`src/rtl/keypad_scan_ctrl.sv`:
```
// 4x4 keypad scanner: column sequencing, frame debounce,
// single-key event detection and a small FWFT event FIFO.
module keypad_scan_ctrl #(
  parameter int SCAN_DIV       = 50000,
  parameter int DEBOUNCE_SCANS = 3,
  parameter int FIFO_DEPTH     = 4
) (
  input  logic                          clk,
  input  logic                          rst,
  input  logic [3:0]                    row,
  output logic [3:0]                    col,
  output logic                          ev_valid,
  output logic [3:0]                    ev_code,
  input  logic                          ev_pop,
  output logic [$clog2(FIFO_DEPTH):0]   fifo_count,
  output logic                          overflow,
  input  logic                          ovf_clr,
  output logic                          key_down
);

  localparam int CW = (SCAN_DIV > 2) ? $clog2(SCAN_DIV) : 1;
  localparam int SW = $clog2(DEBOUNCE_SCANS) + 1;
  localparam int AW = $clog2(FIFO_DEPTH);
  localparam int NW = AW + 1;

  localparam logic [CW-1:0] DWELL_LAST = CW'(SCAN_DIV - 1);
  localparam logic [SW-1:0] STB_MAX    = SW'(DEBOUNCE_SCANS - 1);
  localparam logic [NW-1:0] FULL_CNT   = NW'(FIFO_DEPTH);

  // (col,row) position, indexed col*4+row, to key code
  function automatic logic [3:0] key_code(
    input logic [3:0] idx
  );
    logic [3:0] k;
    case (idx)
      4'd0:    k = 4'h1;
      4'd1:    k = 4'h4;
      4'd2:    k = 4'h7;
      4'd3:    k = 4'hE;
      4'd4:    k = 4'h2;
      4'd5:    k = 4'h5;
      4'd6:    k = 4'h8;
      4'd7:    k = 4'h0;
      4'd8:    k = 4'h3;
      4'd9:    k = 4'h6;
      4'd10:   k = 4'h9;
      4'd11:   k = 4'hF;
      4'd12:   k = 4'hA;
      4'd13:   k = 4'hB;
      4'd14:   k = 4'hC;
      default: k = 4'hD;
    endcase
    return k;
  endfunction

  // scan sequencing state
  logic [CW-1:0] dwell;
  logic [1:0]    cidx;
  logic          sample;
  logic          frame_done;

  // debounce state
  logic [15:0]   frame;
  logic [15:0]   prev;
  logic [15:0]   deb;
  logic [SW-1:0] stb;

  logic [15:0]   frame_nx;
  logic [SW-1:0] stb_nx;
  logic          commit;
  logic          single_new;
  logic [3:0]    hit_idx;

  // event handoff into the FIFO, one edge after commit
  logic          push_pend;
  logic [3:0]    push_code;

  // FIFO state
  logic [3:0]    mem [FIFO_DEPTH];
  logic [AW-1:0] wp;
  logic [AW-1:0] rp;
  logic [NW-1:0] count;
  logic          full;
  logic          do_pop;
  logic          wr_en;
  logic          drop;

  assign sample     = (dwell == DWELL_LAST);
  assign frame_done = sample && (cidx == 2'd3);

  // one-hot column drive decoded from the column index
  always_comb begin
    col = 4'b0000;
    col[cidx] = 1'b1;
  end

  // dwell counter and column rotation
  always_ff @(posedge clk) begin
    if (!rst) begin
      dwell <= '0;
      cidx  <= 2'd0;
    end else if (sample) begin
      dwell <= '0;
      cidx  <= cidx + 2'd1;
    end else begin
      dwell <= dwell + CW'(1);
    end
  end

  // merge the current column's rows into the frame image
  always_comb begin
    frame_nx = frame;
    frame_nx[{cidx, 2'b00} +: 4] = ~row;
  end

  // stable-frame counter update for a completed frame
  always_comb begin
    stb_nx = '0;
    if (frame_nx == prev) begin
      stb_nx = (stb == STB_MAX) ? stb : stb + SW'(1);
    end
  end

  // locate the lowest set key of the new frame
  always_comb begin
    hit_idx = 4'd0;
    for (int i = 15; i >= 0; i--) begin
      if (frame_nx[i]) hit_idx = 4'(i);
    end
  end

  assign commit = frame_done
               && (stb_nx == STB_MAX)
               && (frame_nx != deb);

  // exactly one key down, and it is newly down
  assign single_new = (frame_nx != 16'h0)
                   && ((frame_nx & (frame_nx - 16'd1)) == 16'h0)
                   && ((frame_nx & ~deb) != 16'h0);

  // frame capture, debounce and commit
  always_ff @(posedge clk) begin
    if (!rst) begin
      frame     <= '0;
      prev      <= '0;
      deb       <= '0;
      stb       <= '0;
      key_down  <= 1'b0;
      push_pend <= 1'b0;
      push_code <= 4'h0;
    end else begin
      push_pend <= 1'b0;
      if (sample) begin
        frame <= frame_nx;
      end
      if (frame_done) begin
        stb <= stb_nx;
        if (frame_nx != prev) begin
          prev <= frame_nx;
        end
      end
      if (commit) begin
        deb       <= frame_nx;
        key_down  <= |frame_nx;
        push_pend <= single_new;
        push_code <= key_code(hit_idx);
      end
    end
  end

  assign full   = (count == FULL_CNT);
  assign do_pop = ev_pop && (count != '0);
  assign wr_en  = push_pend && (!full || do_pop);
  assign drop   = push_pend && full && !do_pop;

  // FIFO storage; contents are don't-care until written
  always_ff @(posedge clk) begin
    if (wr_en) begin
      mem[wp] <= push_code;
    end
  end

  // FIFO pointers, occupancy and sticky overflow
  always_ff @(posedge clk) begin
    if (!rst) begin
      wp       <= '0;
      rp       <= '0;
      count    <= '0;
      overflow <= 1'b0;
    end else begin
      if (wr_en) wp <= wp + AW'(1);
      if (do_pop) rp <= rp + AW'(1);
      case ({wr_en, do_pop})
        2'b10:   count <= count + NW'(1);
        2'b01:   count <= count - NW'(1);
        default: count <= count;
      endcase
      if (drop) begin
        overflow <= 1'b1;
      end else if (ovf_clr) begin
        overflow <= 1'b0;
      end
    end
  end

  assign ev_valid   = (count != '0);
  assign ev_code    = ev_valid ? mem[rp] : 4'h0;
  assign fifo_count = count;

endmodule

```
`config.mk`:
```
export PLATFORM = sky130hd
export DESIGN_NAME = keypad_scan_ctrl
export DESIGN_NICKNAME = d
export VERILOG_FILES = /design/src/rtl/keypad_scan_ctrl.sv
export SDC_FILE = /design/constraint.sdc
export NUM_CORES = 1
export LEC_CHECK = 0
export ABC_AREA = 1
export CAP_MARGIN = 20
export CORE_ASPECT_RATIO = 2
export CORE_MARGIN = 5
export CORE_UTILIZATION = 43
export CTS_CLUSTER_SIZE = 20
export DETAILED_ROUTE_END_ITERATION = 6
export MAX_ROUTING_LAYER = met4
export SLEW_MARGIN = 20
export SYNTH_ARGS = -nofsm -noshare
export SYNTH_HDL_FRONTEND = slang
export SYNTH_SLANG_ARGS = --single-unit
```
`constraint.sdc`:
```
create_clock -name clk -period 4.71 [get_ports clk]
set_clock_uncertainty 0.15 [all_clocks]
set_input_delay 0.471 -clock clk [delete_from_list [all_inputs] [get_ports clk]]
set_output_delay 0.471 -clock clk [all_outputs]
set_load 0.02 [all_outputs]
```
==> results.md <==
- Status: complete, no violations
- CTS tree: built
- Seq/Total Area, Yosys: 0.417
- Hold Crit Class: reg2reg
- Clock latency at the later pin of the worst-skew pair: 340 ps
- Max-cap violations: 0
- Htree depth: 3
- Worst slack at placement: 966 ps
- Crit path max fanout: 35
- GRT Total Usage: 0.180
- RR Endpoint: push_code[3]
- Synth async-reset ratio: 0
- Post-Syn Nets: ~710
- Setup crit end kind: flip-flop
- Period utilization: 0.798
- Simple-gate share of the synthesized area: 0.181
- Hold path endpoint: dwell[0]
- Final hold vios: 0
- DR WL/cell: approximately 14 um
- Pwr/cell area: 283 nW/um^2
- Reg-to-reg startpoint: cidx[0]
- Final #Nets: 730
- First-pass GRT wire length: 20,100 um
- Setup Buffers After CTS: 0
- Cells after Synth: between 600 and 700
- Via count: 4,418
- Syn-to-layout area delta: 11.6%
- Reg2reg path depth: 18
- Fmax: 266 MHz
- GPL Wtd Cong: 0.875
- # resized after CTS: 0
- DP HPWL: about 9500 um
- Commonest cells after routing, fill and taps aside: dfxtp_1, inv_1, nor2_1, a21oi_1, nand2_1
- Mean post-synth cell area: just under 8 um^2
- Row count: 57
- Core footprint: 12,100 um^2
- Setup TNS: 0 ps
- Yosys cell types: 46
- Final setup viols: 0
- Initial antenna violation count: 0
- Final min period: 3760 ps
- Flop-to-flop setup slack: 950 ps
- Clk sinks: 101
- Mux share of post-synthesis cell area: 0
- Worst-path clk slew: 70 ps
- Ports: 22
- # diodes: 0
- Synthesized cell area: 5240 um^2
- Total gr overflow: 0
- Initial detailed-routing violation count: 163
- Hold slack: 300 ps
- Crit path kind: reg2reg
- Commonest non-fill, non-tap cell in the layout: dfxtp_1
- Largest net degree at the start of global routing: 63
- Die extent in x: approximately 88 um
- DRC: 0
- Number of global-route vias before repair: 4,298
- Largest family of logic cells by synthesized area: compound AO/OA/AOI/OAI gates
- Nature of the critical path startpoint: flip-flop
- Setup WS post-layout: between 900 and 1000 ps
- Normalized max-slew margin: 0.621
- Share of cells above drive strength 1: 0.0793
- Die height: between 150 and 200 um
- Crit path DAT: 3850 ps
- Cts hold-fix bufs: 0
- Port-buffer cells: 21
- Actual transition at the worst max-transition pin: between 500 and 600 ps
- Die Footprint: 14,600 um^2
- Max-slew violation count: 0
- Req. time, crit path: 4800 ps
- Synth warnings: 0
- Post-synth EDFFs: 16
- Final WL: ~12,000 um
- DR vias/cell: 5.25
- Post-synthesis compound-gate area fraction: 0.198
- Cts bufs inserted: 9
- Peak supply drop: about 0.23 mV
- Hold path start: dwell[0]
- Antenna Nets Post-Route: 0
- Adder-Cell Fraction of Synth Area: 0.0803
- Root buffer cell: clkbuf_16
- Yosys reg bits: roughly 100
- RSZ-0062 raised after global routing: false
- Ys flop type: dfxtp_1
- Longest Clk Path Bufs: 2
- DRT Pass-1 Iters: 4
- Synth Area in XOR/XNOR: 0.0318
- P_leak: ~2.3 nW
- Initial cell density of the core: 0.434
- Worst Hold Depth: 1
==> how the worst max path moves through the flow <==
stage          startpoint           end  slack [ps]  cells past startpoint
2_1_floorplan     cidx[0]  push_code[3]        1640                     17
5_1_grt           cidx[0]  push_code[3]         530                     18
3_3_place_gp       row[3]  push_code[3]        1010                     17
3_5_place_dp      cidx[0]  push_code[3]         970                     18
6_report          cidx[0]  push_code[3]         950                     18
4_1_cts           cidx[0]  push_code[3]         950                     18
==> metrics by stage <==
step,power (W),area [um^2],utilization,std cells
floorplan,0.000934,5240,-,673
global placement,0.000954,5540,0.460,825
detailed placement,0.000956,5540,0.460,825
CTS,0.00168,5840,0.485,841
global route,0.00172,5840,0.485,841
finish,0.00165,5840,0.485,841
==> critical path: stages (launching register included) <==
cell     delay (ps)
dfxtp_1         570
inv_2           140
ha_1            350
inv_2            70
nand2_1         170
nor2_1          100
nor2_2          200
inv_2           100
ha_1            290
nand4_1          90
or3_1           330
o21ai_0         250
inv_1           120
nand3_4         330
inv_2           130
nor2_1          110
nor2_1           40
nand2_1          70
inv_1            30
==> kinds of logic after synthesis <==
group | count (synthesis)
AND/OR/NAND/NOR | 213
AO/OA/AOI/OAI | 188
buffers and inverters | 119
flip-flops | 101
adder cells (fa/ha/maj) | 33
XOR/XNOR | 19
==> state kept, by name, indices dropped and copies added (netlist names), named ones only <==
name	count
push_pend	1
rp	2
key_down	1
cidx	2
fifo_count	3
mem	16
push_code	4
overflow	1
wp	2
stb	3
deb	16
frame	16
dwell	16
prev	16
==> per-layer routing <==
| metal | wire length, um | vias up | global-route usage |
|---|---|---|---|
| li1 | - | 2265 | - |
| met1 | 4280 | 1988 | 0.175 |
| met2 | 6640 | 111 | 0.324 |
| met3 | 401 | 54 | 0.0268 |
| met4 | 818 | 0 | 0.107 |
| met5 | 0 | - | - |
==> synth_stat cells, types with 4 or more instances <==
library cell	n	area (um^2)
a21oi_1	80	400
buf_2	5	25.0
buf_6	4	45.0
clkbuf_1	11	41.3
clkinv_1	5	18.8
dfxtp_1	85	1700
edfxtp_1	16	480
ha_1	32	400
inv_1	82	308
inv_2	12	45.0
nand2_1	78	293
nand3_1	14	70.1
nand4_1	11	68.8
nor2_1	81	304
nor3_1	9	45.0
o21ai_0	50	250
o21ai_1	36	180
o22ai_2	6	75.1
xnor2_1	9	78.8
xor2_1	10	87.6
==> power breakdown <==
group	internal (W)	leakage, nW	switching (W)
logic	0.0000212	1.26	0.0000385
registers	0.000875	0.871	0.00000129
clock network	0.000406	0.146	0.000310
total	0.00130	2.27	0.000349
==> area by class of cell <==
cell class / instances / area [um^2]
Clock buffer: 12 / 268
Clock inverter: 4 / 30.0
Fill cell: 1173 / 6210
Inverter: 99 / 372
Multi-Input combinational cell: 453 / 2570
Sequential cell: 101 / 2180
Tap cell: 147 / 184
Timing Repair Buffer: 25 / 235
Note: power is estimated with default switching activity, not from simulation.
